$ cat src/rtl/data_bus_bridge_if.sv
// CPU data-port bundle between the pipeline (master) and the data bus bridge (slave).
interface data_bus_bridge_if;
   logic [31:0] cpu_addr;
   logic        cpu_re;
   logic        cpu_we;
   logic [31:0] cpu_wdata;
   logic [3:0]  cpu_mask;
   logic [31:0] cpu_rdata;
   logic        cpu_stall;

   modport master (
      output cpu_addr, cpu_re, cpu_we, cpu_wdata, cpu_mask,
      input  cpu_rdata, cpu_stall
   );

   modport slave (
      input  cpu_addr, cpu_re, cpu_we, cpu_wdata, cpu_mask,
      output cpu_rdata, cpu_stall
   );
endinterface

$ cat src/rtl/data_bus_bridge.sv
// Registered CPU data-port decoder/sequencer for the data SRAM, UART and VGA framebuffer.
// Define DBUS_ERR_CAPTURE_EN to latch the first unmapped access address on err_valid/err_addr.
module data_bus_bridge #(
   parameter int unsigned SRAM_LAT = 2,
   parameter int unsigned UART_LAT = 2
) (
   input  logic             clk,
   input  logic             rst,
   data_bus_bridge_if.slave cpu,
   output logic             sram_re,
   output logic             sram_we,
   output logic [31:0]      sram_addr,
   output logic [31:0]      sram_wdata,
   output logic [3:0]       sram_mask,
   input  logic [31:0]      sram_rdata,
   output logic             uart_re,
   output logic             uart_we,
   output logic [31:0]      uart_wdata,
   input  logic [31:0]      uart_rdata,
   input  logic [1:0]       uart_mode,
   output logic             vga_we,
   output logic [31:0]      vga_addr,
   output logic [31:0]      vga_wdata,
   output logic             err_valid,
   output logic [31:0]      err_addr,
   input  logic             err_clr
);

   typedef enum logic [1:0] {StIdle, StAccess, StDone} state_e;
   typedef enum logic [2:0] {TgtNone, TgtSram, TgtUart, TgtStat, TgtVga} tgt_e;

   localparam logic [7:0] SramLat = 8'(SRAM_LAT);
   localparam logic [7:0] UartLat = 8'(UART_LAT);

   state_e      state_q, state_d;
   tgt_e        tgt_q, tgt_d, tgt_dec;
   logic [7:0]  lat_q, lat_d;
   logic [31:0] addr_q, addr_d, wdata_q, wdata_d, rdata_q, rdata_d, rd_sel;
   logic [3:0]  mask_q, mask_d;
   logic        we_q, we_d;
   logic        req;

   assign req = cpu.cpu_re | cpu.cpu_we;

   always_comb begin
      tgt_dec = TgtNone;
      if (cpu.cpu_addr >= 32'h8040_0000 && cpu.cpu_addr <= 32'h807F_FFFF) begin
         tgt_dec = TgtSram;
      end else if (cpu.cpu_addr == 32'hBFD0_03F8) begin
         tgt_dec = TgtUart;
      end else if (cpu.cpu_addr == 32'hBFD0_03FC) begin
         tgt_dec = TgtStat;
      end else if (cpu.cpu_addr >= 32'hBA00_0000 && cpu.cpu_addr <= 32'hBA07_52FF) begin
         tgt_dec = TgtVga;
      end
   end

   always_comb begin
      rd_sel = '0;
      unique case (tgt_q)
         TgtSram: rd_sel = sram_rdata;
         TgtUart: rd_sel = uart_rdata;
         TgtStat: rd_sel = {30'b0, uart_mode};
         default: rd_sel = '0;
      endcase
   end

   always_comb begin
      state_d = state_q;
      tgt_d   = tgt_q;
      lat_d   = lat_q;
      addr_d  = addr_q;
      wdata_d = wdata_q;
      mask_d  = mask_q;
      we_d    = we_q;
      rdata_d = rdata_q;
      unique case (state_q)
         StIdle: begin
            if (req) begin
               addr_d  = cpu.cpu_addr;
               wdata_d = cpu.cpu_wdata;
               mask_d  = cpu.cpu_mask;
               we_d    = cpu.cpu_we;
               tgt_d   = tgt_dec;
               unique case (tgt_dec)
                  TgtSram: lat_d = SramLat;
                  TgtUart: lat_d = UartLat;
                  default: lat_d = 8'd1;
               endcase
               state_d = StAccess;
            end
         end
         StAccess: begin
            // Read data is sampled on the final strobe cycle of the access.
            if (lat_q <= 8'd1) begin
               rdata_d = we_q ? 32'h0 : rd_sel;
               lat_d   = '0;
               state_d = StDone;
            end else begin
               lat_d = lat_q - 8'd1;
            end
         end
         StDone:  state_d = StIdle;
         default: state_d = StIdle;
      endcase
   end

   always_ff @(posedge clk) begin
      if (rst) begin
         state_q <= StIdle;
         tgt_q   <= TgtNone;
         lat_q   <= '0;
         addr_q  <= '0;
         wdata_q <= '0;
         mask_q  <= '0;
         we_q    <= 1'b0;
         rdata_q <= '0;
      end else begin
         state_q <= state_d;
         tgt_q   <= tgt_d;
         lat_q   <= lat_d;
         addr_q  <= addr_d;
         wdata_q <= wdata_d;
         mask_q  <= mask_d;
         we_q    <= we_d;
         rdata_q <= rdata_d;
      end
   end

   always_comb begin
      sram_re = 1'b0;
      sram_we = 1'b0;
      uart_re = 1'b0;
      uart_we = 1'b0;
      vga_we  = 1'b0;
      if (state_q == StAccess) begin
         unique case (tgt_q)
            TgtSram: begin
               sram_re = !we_q;
               sram_we = we_q;
            end
            TgtUart: begin
               uart_re = !we_q;
               uart_we = we_q;
            end
            TgtVga:  vga_we = we_q;
            default: ;
         endcase
      end
   end

   assign sram_addr     = {10'b0, addr_q[21:0]};
   assign sram_wdata    = wdata_q;
   assign sram_mask     = mask_q;
   assign uart_wdata    = wdata_q;
   assign vga_addr      = addr_q & 32'h000F_FFFF;
   assign vga_wdata     = wdata_q;
   assign cpu.cpu_rdata = rdata_q;
   assign cpu.cpu_stall = ((state_q == StIdle) && req) || (state_q == StAccess);

`ifdef DBUS_ERR_CAPTURE_EN
   logic        err_valid_q, err_valid_d, err_cap;
   logic [31:0] err_addr_q, err_addr_d;

   assign err_cap = (state_q == StIdle) && req && (tgt_dec == TgtNone);

   always_comb begin
      err_valid_d = err_valid_q;
      err_addr_d  = err_addr_q;
      if (err_clr) begin
         err_valid_d = 1'b0;
         err_addr_d  = '0;
      end
      // A clear coinciding with a fresh unmapped access lets the new address latch.
      if (err_cap && (!err_valid_q || err_clr)) begin
         err_valid_d = 1'b1;
         err_addr_d  = cpu.cpu_addr;
      end
   end

   always_ff @(posedge clk) begin
      if (rst) begin
         err_valid_q <= 1'b0;
         err_addr_q  <= '0;
      end else begin
         err_valid_q <= err_valid_d;
         err_addr_q  <= err_addr_d;
      end
   end

   assign err_valid = err_valid_q;
   assign err_addr  = err_addr_q;
`else
   logic unused_err_clr;
   assign unused_err_clr = err_clr;
   assign err_valid      = 1'b0;
   assign err_addr       = '0;
`endif

endmodule
$ cat src/flat_wrapper.sv
// flat-port wrapper written by rule: the top's interface ports become plain ports
module data_bus_bridge_flat 
#(
   parameter int unsigned SRAM_LAT = 2,
   parameter int unsigned UART_LAT = 2
)
  (clk, rst, sram_re, sram_we, sram_addr, sram_wdata, sram_mask, sram_rdata, uart_re, uart_we, uart_wdata, uart_rdata, uart_mode, vga_we, vga_addr, vga_wdata, err_valid, err_addr, err_clr, cpu_cpu_addr, cpu_cpu_re, cpu_cpu_we, cpu_cpu_wdata, cpu_cpu_mask, cpu_cpu_rdata, cpu_cpu_stall);
  data_bus_bridge_if cpu_i ();
  input  logic clk;
  input  logic rst;
  output logic sram_re;
  output logic sram_we;
  output logic [31:0] sram_addr;
  output logic [31:0] sram_wdata;
  output logic [3:0] sram_mask;
  input  logic [31:0] sram_rdata;
  output logic uart_re;
  output logic uart_we;
  output logic [31:0] uart_wdata;
  input  logic [31:0] uart_rdata;
  input  logic [1:0] uart_mode;
  output logic vga_we;
  output logic [31:0] vga_addr;
  output logic [31:0] vga_wdata;
  output logic err_valid;
  output logic [31:0] err_addr;
  input  logic err_clr;
  input wire logic [$bits(cpu_i.cpu_addr)-1:0] cpu_cpu_addr;
  input wire logic [$bits(cpu_i.cpu_re)-1:0] cpu_cpu_re;
  input wire logic [$bits(cpu_i.cpu_we)-1:0] cpu_cpu_we;
  input wire logic [$bits(cpu_i.cpu_wdata)-1:0] cpu_cpu_wdata;
  input wire logic [$bits(cpu_i.cpu_mask)-1:0] cpu_cpu_mask;
  output wire logic [$bits(cpu_i.cpu_rdata)-1:0] cpu_cpu_rdata;
  output wire logic [$bits(cpu_i.cpu_stall)-1:0] cpu_cpu_stall;
  assign cpu_i.cpu_addr = cpu_cpu_addr;
  assign cpu_i.cpu_re = cpu_cpu_re;
  assign cpu_i.cpu_we = cpu_cpu_we;
  assign cpu_i.cpu_wdata = cpu_cpu_wdata;
  assign cpu_i.cpu_mask = cpu_cpu_mask;
  assign cpu_cpu_rdata = cpu_i.cpu_rdata;
  assign cpu_cpu_stall = cpu_i.cpu_stall;
  data_bus_bridge #(.SRAM_LAT(SRAM_LAT), .UART_LAT(UART_LAT)) u_core (.clk(clk), .rst(rst), .cpu(cpu_i), .sram_re(sram_re), .sram_we(sram_we), .sram_addr(sram_addr), .sram_wdata(sram_wdata), .sram_mask(sram_mask), .sram_rdata(sram_rdata), .uart_re(uart_re), .uart_we(uart_we), .uart_wdata(uart_wdata), .uart_rdata(uart_rdata), .uart_mode(uart_mode), .vga_we(vga_we), .vga_addr(vga_addr), .vga_wdata(vga_wdata), .err_valid(err_valid), .err_addr(err_addr), .err_clr(err_clr));
endmodule
$ cat config.mk
export PLATFORM = sky130hd
export DESIGN_NAME = data_bus_bridge_flat
export DESIGN_NICKNAME = d
export VERILOG_FILES = /design/src/rtl/data_bus_bridge_if.sv /design/src/rtl/data_bus_bridge.sv /design/src/flat_wrapper.sv
export SDC_FILE = /design/constraint.sdc
export NUM_CORES = 1
export LEC_CHECK = 0
export ABC_AREA = 1
export CAP_MARGIN = 25
export CORE_AREA = 2 2 144 146
export DETAILED_ROUTE_END_ITERATION = 8
export DIE_AREA = 0 0 146 148
export PLACE_DENSITY = 0.66
export SYNTH_ARGS = -nofsm -noshare
export SYNTH_HDL_FRONTEND = slang
export SYNTH_SLANG_ARGS = --single-unit
$ cat constraint.sdc
create_clock -name clk -period 2.6 [get_ports clk]
set_input_delay 0.78 -clock clk [delete_from_list [all_inputs] [get_ports clk]]
set_output_delay 0.78 -clock clk [all_outputs]
set_load 0.005 [all_outputs]
; ---- After elaboration in Yosys (flattened, before gate mapping)
; Index checks and enable logic that the tools add are counted.
[op_classes]
add_sub_neg = 1
n_eq_ne = 11
n_reduce_logical = 12
order_cmp = 5
n_shift = 0
n_div = 0
n_mul = 0
muxes = 23
n_bitwise = 1
[ops]
columns = operator, n
row1 = $pmux 32 s3, 1
row2 = $eq 32x32->1 const B, 2
row3 = $ge 32x32->1 const B, 2
row4 = $le 32x32->1 const B, 2
row5 = $mux 32, 1
row6 = $mux 8, 2
row7 = $pmux 8 s2, 1
row8 = $mux 3, 4
row9 = $mux 1, 10
row10 = $eq 3x2->1 const B, 3
row11 = $le 8x1->1 const B, 1
row12 = $reduce_and 2->1, 4
row13 = $sub 8x1->8 const B, 1
row14 = $eq 3x1->1 const B, 2
row15 = $mux 2, 3
row16 = $ne 2x1->1 const B, 2
row17 = $pmux 2 s2, 1
row18 = $eq 3x3->1 const B, 1
row19 = $logic_and 1x1->1, 3
row20 = $eq 2x1->1 const B, 1
row21 = $logic_not 2->1, 1
row22 = $reduce_bool 2->1, 1
row23 = $reduce_or 2->1, 1
row24 = $logic_not 1->1, 1
row25 = 2 further kinds, 2
[word_totals]
latch_bits = 0
output_inout_bits = 235
mem_count = 0
rom_bits = 0
elab_cells = 61
in_bits = 139
reg_bits = 104
ram_bits = 0

; ---- Depth between registers and ports, before layout
[depth]
word_depth = 11
depth_mapped = 10
ltp_nobuf = 9

; ---- Worst setup path after synthesis
; OpenSTA, ideal clock, no wires.
[synth_timing]
kind = input port to output port
startpoint = input port cpu_cpu_we
endpoint = output port cpu_cpu_stall
required_time_ns = 1.820
setup_slack_ns = 0.564
n_path_buf = 0
arrival_ns = 1.256
cell_stages = 3
cell_sequence = or2_1 > nand2_1 > nand2_2
[synth_via]
elab_chain_len = 3
[synth_lines]
columns = item, line
row1 = "start, declared", flat_wrapper.sv:30  ; input wire logic [$bits(cpu_i.cpu_we)-1:0] cpu_cpu_we;
row2 = $or 1x1->1, data_bus_bridge.sv:43  ; assign req = cpu.cpu_re | cpu.cpu_we;
row3 = $logic_and 1x1->1, data_bus_bridge.sv:159  ; assign cpu.cpu_stall = ((state_q == StIdle) && req) || (state_q == StAccess);
row4 = $logic_or 1x1->1, data_bus_bridge.sv:159
row5 = "end, declared", flat_wrapper.sv:34  ; output wire logic [$bits(cpu_i.cpu_stall)-1:0] cpu_cpu_stall;
; No other way between the ends.

; ---- Worst setup path in the final report
[layout_timing]
startpoint = input port cpu_cpu_re
endpoint = output port cpu_cpu_stall
[layout_via]
elab_chain_len = 3
[layout_lines]
columns = item, line
row1 = "start, declared", flat_wrapper.sv:29  ; input wire logic [$bits(cpu_i.cpu_re)-1:0] cpu_cpu_re;
row2 = $or 1x1->1, data_bus_bridge.sv:43
row3 = $logic_and 1x1->1, data_bus_bridge.sv:159
row4 = $logic_or 1x1->1, data_bus_bridge.sv:159
; No other way between the ends.

==> results_dict.tcl <==
set metrics [dict create \
    via_count 5693 \
    ys_types 31 \
    whs_ns 0.463 \
    grt_max_degree 51 \
    synthTopCellsByArea "dfxtp_1 36%, buf_4 18%, nor2_1 7.9%, nand2_1 7.7%, o21ai_0 7.6%" \
    htree_levels 3 \
    worst_pin_slew_ns 0.575 \
    io_pins 374 \
    synth_area_mm2 0.00577 \
    hold_depth 2 \
    cts_buffer_depth 2 \
    path_max_fanout 2 \
    use_met1 0.188 \
    synth_edf_count 0 \
    clockRootBuffer "clkbuf_16" \
    met2_usage 0.294 \
    synth-seq-cells 104 \
    placed_cells 1310 \
    maxCapViolations 0 \
    r2r_cells 9 \
    cts_tree "built" \
    synthFlopType "dfxtp_1" \
    grt_most_used_layer "met2" \
    hold_violations 0 \
    dieWidth_um 146 \
    yosys.area.top_type "dfxtp_1" \
    routed_wl_mm 18.6 \
    die_area_mm2 0.0216 \
    slew_headroom 0.616 \
    drc_errors 0 \
    gp_congestion 0.832 \
    final_cell_count_no_fill 1326 \
    period_needed_ns 2.51 \
    routed_via_density 4.29 \
    netlist_instances 835 \
    path_class "input port to output port" \
    rsz0062_at_grt "no" \
    max_freq_ghz 0.399 \
    grt_usage 0.165 \
    rows 52 \
    start_kind "input port" \
    synth-seq-area-share 0.361 \
    path_clk_slew_ns 0.07 \
    clock_latency_ns 0.34 \
    cts_sinks 104 \
    grt_overflow 0 \
    place_area_mm2 0.00837 \
    ir_worst_vdd_mv 0.329 \
    worst_clock_skew_ns 0.0100 \
    drive_gt1_frac 0.0492 \
    grt_pass1_wl_mm 28.3 \
    status "finished, final reports clean" \
    dpl.hpwl_mm 14.5 \
    cp_data_required_time_ns 1.82 \
    core_mm2 0.0200 \
    ant_nets 0 \
    nets 1192 \
    syn_to_final_growth_pct 50.6 \
    netlist.area_leader.share 0.361 \
    critPathArrivalTime_ns 1.73 \
    fillers 2094 \
    grt_pass1_vias 5180 \
    fin_crit_sh 0.965 \
    powerDensity_mw_per_mm2 768 \
    routedWlPerCell_um 14.0 \
    syn_avg_cell_area_um2 6.91 \
    final_util 0.434 \
    slew_violations 0 \
    die_h_um 148 \
    seq_area_mm2 0.00208 \
    hp-class "register to register" \
    numCtsBuffers 9 \
    setup_violations 0 \
    antenna_found_initial 0 \
    antennaDiodeCount 0 \
    start_util 0.288 \
    async_flop_share 0 \
    cp-end-kind "output port" \
    leakagePower_nw 3.52 \
    yosys_warnings 0 \
    use_met3 0.0534 \
    p_total_w 0.00668 \
    final_area_mm2 0.00869 \
    port_buffers 317 \
    drtIter0Drc 184 \
    first_pass_iters 4 \
    multiInputGateArea_mm2 0.00239 \
]
-- cells in the final DEF, fill, tap and decap left out, types with 3 or more instances in the layout --
cell type,count
a21oi_1,57
buf_4,12
clkbuf_16,9
clkdlybuf4s50_1,313
conb_1,55
dfxtp_1,102
dlymetal6s2s_1,3
inv_1,65
inv_2,6
inv_6,3
nand2_1,118
nand3_1,44
nand4_1,11
nor2_1,122
nor2_2,4
nor3_1,9
o21ai_0,88
o21ai_1,6
-- registers in the layout, summed over array words and instances (netlist names) --
signal	flops
u_core.state_q	2
u_core.we_q	1
u_core.lat_q	8
u_core.addr_q	22
u_core.sram_wdata	32
u_core.cpu.cpu_rdata	32
u_core.tgt_q	3
u_core.sram_mask	4
-- logic make-up (layout without fill, tap and decap cells) --
kind of cell / after synthesis / count (layout) / synth area share
flops: 104 / 104 / 0.361
xor+xnor: 1 / 1 / 0.00152
fa+ha+maj: 2 / 2 / 0.00433
other cells: 1 / 55 / 0.000650
buf+inv: 251 / 418 / 0.260
compound gates: 154 / 154 / 0.135
simple gates: 322 / 322 / 0.238
-- per-layer routing --
| layer | part of all wire | vias up | wire length [um] |
|---|---|---|---|
| met5 | 0 | - | 0 |
| li1 | - | 2902 | - |
| met2 | 0.50 | 234 | 9260 |
| met3 | 0.083 | 15 | 1550 |
| met1 | 0.40 | 2542 | 7430 |
| met4 | 0.018 | 0 | 342 |
-- path summary, 6_finish.rpt --
path / from / slack, ns / endpoint
worst max-delay path: cpu_cpu_re / 0.09 / cpu_cpu_stall
worst min-delay path: u_core.cpu.cpu_rdata[7] / 0.46 / u_core.cpu.cpu_rdata[7]
worst max register to register: u_core.lat_q[0] / 0.70 / u_core.cpu.cpu_rdata[12]
worst min register to register: u_core.cpu.cpu_rdata[7] / 0.46 / u_core.cpu.cpu_rdata[7]
-- layout make-up --
class / instances / share of cell area
Clock buffer: 9 / 0.0259
Clock inverter: 7 / 0.0102
Inverter: 71 / 0.0307
Multi-Input combinational cell: 534 / 0.275
Sequential cell: 104 / 0.240
Tap cell: 270 / 0.0389
Timing Repair Buffer: 331 / 0.379
-- power by group --
part           internal, W  switching, W
combinational      0.00161       0.00137
sequential         0.00192      0.000350
clock             0.000772      0.000663
total              0.00430       0.00238
-- cells in the mapped netlist (3+ instances only) --
library cell  number
dfxtp_1          104
o21ai_1            6
buf_2             12
buf_4            139
nor2_2             4
o21ai_0           88
inv_1             65
a21oi_1           57
nor2_1           122
inv_2              6
clkbuf_1          25
nand3_1           44
buf_6              3
nor3_1             9
nand2_1          119
nand4_1           11
-- timing repair --
item                       4_1_cts  5_1_grt
hold buffers                     0        0
gates cloned                     0        0
setup endpoints to repair        2        5
pin swaps                        1        1
buffers inserted                 0        0
resized for setup                6        5
-- through the flow --
| stage | setup slack (ns) | setup TNS (ns) |
|---|---|---|
| 5_1_grt | 0.0146 | 0 |
| 2_1_floorplan | 0.564 | 0 |
| 4_1_cts | 0.00578 | 0 |
| 6_report | 0.0923 | 0 |
| 3_3_place_gp | -0.384 | -5.03 |
| 3_5_place_dp | -0.396 | -5.85 |
-- worst max-delay path, stage by stage --
cell	delay, ns
clkdlybuf4s50_1	0.40
or2_1	0.25
nand2_2	0.09
nand2_2	0.06
buf_2	0.15
(Power assumes the default switching activity.)
==> RTL change 1 (same flow settings) <==
`wdata_q` no longer has a reset.
--- a/src/rtl/data_bus_bridge.sv
+++ b/src/rtl/data_bus_bridge.sv
@@ -113,3 +113,2 @@
          addr_q  <= '0;
-         wdata_q <= '0;
          mask_q  <= '0;
@@ -122,3 +121,2 @@
          addr_q  <= addr_d;
-         wdata_q <= wdata_d;
          mask_q  <= mask_d;
@@ -127,2 +125,6 @@
       end
+   end
+
+   always_ff @(posedge clk) begin
+      wdata_q <= wdata_d;
    end
Formal check against the unedited RTL: not equivalent (Yosys sat finds a counterexample within 4 cycles, from zero or initial values and one cycle with rst high).
==> RTL change 1 against the original RTL <==
  * Total power shrank 14%
  * Synthesized area shrank 1.6%
  * Cell area is 0.52% lower
  * First-iteration DRC count grew 18%
  * Clock power is 8% lower
  * Setup slack got worse by 3.2 ps
  * Sequential cell count is the same
  * Critical path type unchanged
  * Routed wire length shrank 2.4%
  * Via count shrank 7.8%
==> RTL change 1: results (changes against the original RTL) <==
[place]
placed_cells_incl_taps = 1227  ; -6.3%
dp_hpwl_microns = 14300  ; -1.4%
port-buffer-count = 317  ; unchanged
gp_congestion = 0.770  ; -7.5%
place_ws_ps = -472  ; -76.5 ps

[grt]
grtUsageMet1_pct = 18.6  ; -0.15 points
antenna_found_initial = 1  ; +1
grt_start_max_net_pins = 51  ; unchanged
gr-usage-all-layers_pct = 16.2  ; -0.26 points
grt_pass1_vias = 4890  ; -5.6%
grt_pass1_wl_microns = 27300  ; -3.5%
grt_use_met2_pct = 30.4  ; +1.0 points
use_met3_pct = 3.92  ; -1.4 points

[clock_tree]
clkTransAtPathRegs_ps = 70  ; about the same
htreeDepth = 3  ; unchanged
clock_path_buffers = 2  ; unchanged
cts_buffers = 9  ; unchanged
clockRootBuffer = clkbuf_16
clock_latency_ps = 350

[min_path]
hold_depth = 2  ; unchanged
hp-class = flop to flop

[yosys]
synthArstFlopShare_pct = 0  ; unchanged
synth_enable_flop_cells = 32  ; +32
synth_commonest_cells = buf_4 (139), nand2_1 (131), nor2_1 (73), dfxtp_1 (72), inv_1 (61)
yosysWarnings = 0  ; unchanged
ys_types = 33  ; +6.5%
synth-seq-area-share_pct = 42.3  ; +6.2 points
syn_avg_cell_area_sq_um = 7.70  ; +11%
ys_top_cells_by_area = dfxtp_1 (25%), buf_4 (18%), edfxtp_1 (17%)

[layout]
drive_above_1_share_pct = 5.86  ; +0.93 points
nets = 1109  ; -7.0%
antenna_cells = 0  ; unchanged

[route]
drtIter0Drc = 218  ; +18%
vias = 5251  ; -7.8%
wire_per_inst_microns = 14.6  ; +4.1%
firstDrtPassIters = 4  ; unchanged
wirelength_microns = 18100  ; -2.4%

[outcome]
status = complete, no violations

[critical_path]
path_max_fanout = 2  ; unchanged
ff2ff_path_depth = 9  ; unchanged
arrival_ps = 1730  ; about the same
cpPeakStageDelay_ps = 390

[power]
ir_worst_vdd_v = 0.000357  ; +8.6%
p_leak_uw = 0.00344  ; -2.3%

[sta]
finClkSkew_ps = 12.9  ; +2.93 ps

## RTL change 1: cell types whose count changed after synthesis, sizes merged, moves of 6 or more
cell and delta:
inv -6, dfxtp -32, edfxtp +32, nand2 +12, o21ai -34, clkbuf -10, nor2 -50
## RTL change 1: cell type report
class / count / area [sq um]
clock buffers: 10 / 229
flip-flops and latches: 104 / 2400
multi-input cells: 452 / 2050
inverters: 65 / 246
clock inverters: 6 / 46.3
repair buffers: 336 / 3330
fillers: 2041 / 11400
well taps: 270 / 338
## RTL change 1: power by group
| part | internal [uW] | switching [uW] | leakage [uW] |
|---|---|---|---|
| Combinational | 1250 | 995 | 0.00241 |
| Sequential | 1960 | 220 | 0.000902 |
| Clock | 663 | 649 | 0.000135 |
| Total | 3880 | 1860 | 0.00344 |
## RTL change 1: repair_timing
item                       in CTS  in global routing
resized for setup              12                  2
buffers inserted                0                  0
setup endpoints to repair       5                  2
hold buffers                    0                  0
hold endpoints to repair        0                  0
## RTL change 1: final timing paths
path | from | slack (ps) | end
max reg2reg | u_core.lat_q[0]$_SDFFE_PP0P_ | 690 | u_core.cpu.cpu_rdata[8]$_SDFFE_PP0P_
min reg2reg | u_core.cpu.cpu_rdata[31]$_SDFFE_PP0P_ | 470 | u_core.cpu.cpu_rdata[31]$_SDFFE_PP0P_
min | u_core.cpu.cpu_rdata[31]$_SDFFE_PP0P_ | 470 | u_core.cpu.cpu_rdata[31]$_SDFFE_PP0P_
max | cpu_cpu_re | 90 | cpu_cpu_stall
## RTL change 1: critical path: cells and delay by family
family	cells	cell delay [ps]
buffers and inverters	2	550
AND/OR/NAND/NOR	3	400
## RTL change 1: metrics by stage
step           utilization, %  cell area (sq um)  power (uW)
2_1_floorplan               -               5890        3410
3_3_place_gp             41.8               8370        4460
3_5_place_dp             41.8               8370        4500
4_1_cts                  43.2               8650        5840
5_1_grt                  43.2               8650        6090
6_report                 43.2               8650        5740
## RTL change 1: layer usage
layer | wire length, microns | up-vias
met4 | 206 | 2
met1 | 7160 | 2396
met2 | 9620 | 211
met3 | 1130 | 16
met5 | 13 | -
li1 | - | 2626
## RTL change 1: logic make-up after synthesis
logic type / after synthesis / synth area share (%)
XOR/XNOR: 4 / 0.617
flip-flops: 104 / 42.3
buffers and inverters: 236 / 25.4
adder cells (fa/ha/maj): 2 / 0.440
AND/OR/NAND/NOR: 277 / 20.9
AO/OA/AOI/OAI: 114 / 10.3
other: 1 / 0.0660
==> RTL change 2 (same settings) <==
Made on the original files. Build with the macro `DBUS_ERR_CAPTURE_EN` defined.
--- a/src/rtl/data_bus_bridge.sv
+++ b/src/rtl/data_bus_bridge.sv
@@ -2,2 +2,4 @@
 // Define DBUS_ERR_CAPTURE_EN to latch the first unmapped access address on err_valid/err_addr.
+`define DBUS_ERR_CAPTURE_EN
+
 module data_bus_bridge #(
Formal check against the unedited RTL: not equivalent (a bounded check fails within 4 cycles, from zero or initial values and one cycle with rst high).
==> RTL change 2 against the original RTL <==
  * Sequential cell count up 33
  * Cell area grew 29%
  * Routed wire length grew 32%
  * Setup slack about the same
  * Via count rose by 31%
  * Total power is 31% higher
  * Die area is the same
  * Synthesized area rose by 26%
  * Critical endpoint unchanged
  * Largest cell class unchanged
==> RTL change 2: results (changes against the original RTL) <==
[sta]
maxSlewHeadroom_pct = 61.9  ; +0.37 points
holdWs_ps = 463  ; +0.294 ps
fmax_mhz = 399  ; about the same
finClkSkew_ps = 17.9  ; +7.90 ps

[place]
port-buffer-count = 351  ; +11%
place_area_sq_mm = 0.0106  ; +27%
place_ws_ps = -352  ; +43.7 ps
gp_congestion = 0.863  ; +3.7%
dp_hpwl_microns = 18000  ; +24%
placed_cells_incl_taps = 1530  ; +17%

[clock_tree]
cts_buffers = 17  ; +8
htreeDepth = 4  ; +1
clockRootBuffer = clkbuf_16
clock_latency_ps = 420  ; +80 ps

[critical_path]
r2r-start = u_core.state_q[1]$_SDFFE_PP0P_
crit_slowest_cell = dlygate4sd2_1
reg2reg_to = u_core.err_addr[18]$_SDFFE_PP0P_
cpPeakStageDelay_ps = 270  ; -130 ps
reg2reg_slack_ps = 590  ; -110 ps

[grt]
grt_start_max_net_pins = 77  ; +51%
grtUsageMet1_pct = 26.4  ; +7.6 points
use_met3_pct = 4.72  ; -0.62 points
grt_pass1_vias = 6734  ; +30%
grt_use_met2_pct = 38.9  ; +9.5 points
grt_pass1_wl_microns = 37500  ; +32%
gr-usage-all-layers_pct = 21.8  ; +5.3 points

[route]
wirelength_microns = 24500  ; +32%
vias = 7454  ; +31%
wire_per_inst_microns = 15.7  ; +12%
firstDrtPassIters = 5  ; +1
wl_met3_microns = 1340  ; -14%
dr_wl_met2_microns = 12500  ; +35%
drtIter0Drc = 363  ; +97%
wirelength_met1_microns = 10200  ; +37%
top_layer_used = met4

[layout]
nets = 1420  ; +19%
drive_above_1_share_pct = 14.3  ; +9.3 points
fill_cells = 1932  ; -7.7%

[min_path]
whs_endpoint = u_core.cpu.cpu_rdata[17]$_SDFFE_PP0P_
hold_depth = 2  ; unchanged
min_from = u_core.cpu.cpu_rdata[17]$_SDFFE_PP0P_

[power]
ir_worst_vdd_v = 0.000475  ; +44%
p_leak_uw = 0.00437  ; +24%

[yosys]
synth-seq-area-share_pct = 37.7  ; +1.6 points
synth_compound_area_share_pct = 15.9  ; +2.4 points
post_synth_fa_ha_maj_area_fraction_pct = 0.344  ; -0.090 points
netlist_instances = 986  ; +18%
synth_commonest_cells = nor2_1 (139), dfxtp_1 (137), nand2_1 (128), buf_4 (112), o21ai_0 (97)
ys_top_cells_by_area = dfxtp_1 (38%), buf_4 (12%), nor2_1 (7.2%)
synthArstFlopShare_pct = 0  ; unchanged
ys_types = 39  ; +26%
synth_xor_area_share_pct = 0  ; -0.15 points

[outcome]
status = complete, no violations

[RTL change 2: report_power, final]
group | switching, uW | internal, uW | leakage, uW
registers | 350 | 2480 | 0.00113
logic | 1660 | 1840 | 0.00295
clock network | 929 | 1520 | 0.000291
[RTL change 2: layout make-up]
| class | instances | area (sq um) | area share, % |
|---|---|---|---|
| tap | 270 | 338 | 3.01 |
| timing repair buffer | 418 | 4060 | 36.1 |
| inverter | 75 | 283 | 2.52 |
| clock buffer | 18 | 439 | 3.91 |
| clock inverter | 12 | 153 | 1.36 |
| sequential | 137 | 2740 | 24.4 |
| multi-input combinational | 630 | 3230 | 28.7 |
[RTL change 2: timing repair]
item | 4_1_cts | 5_1_grt
pin swaps | 1 | 0
hold buffers | 0 | 0
endpoints found under the hold margin | 0 | 0
gates resized for setup | 7 | 3
endpoints found under the setup margin | 4 | 2
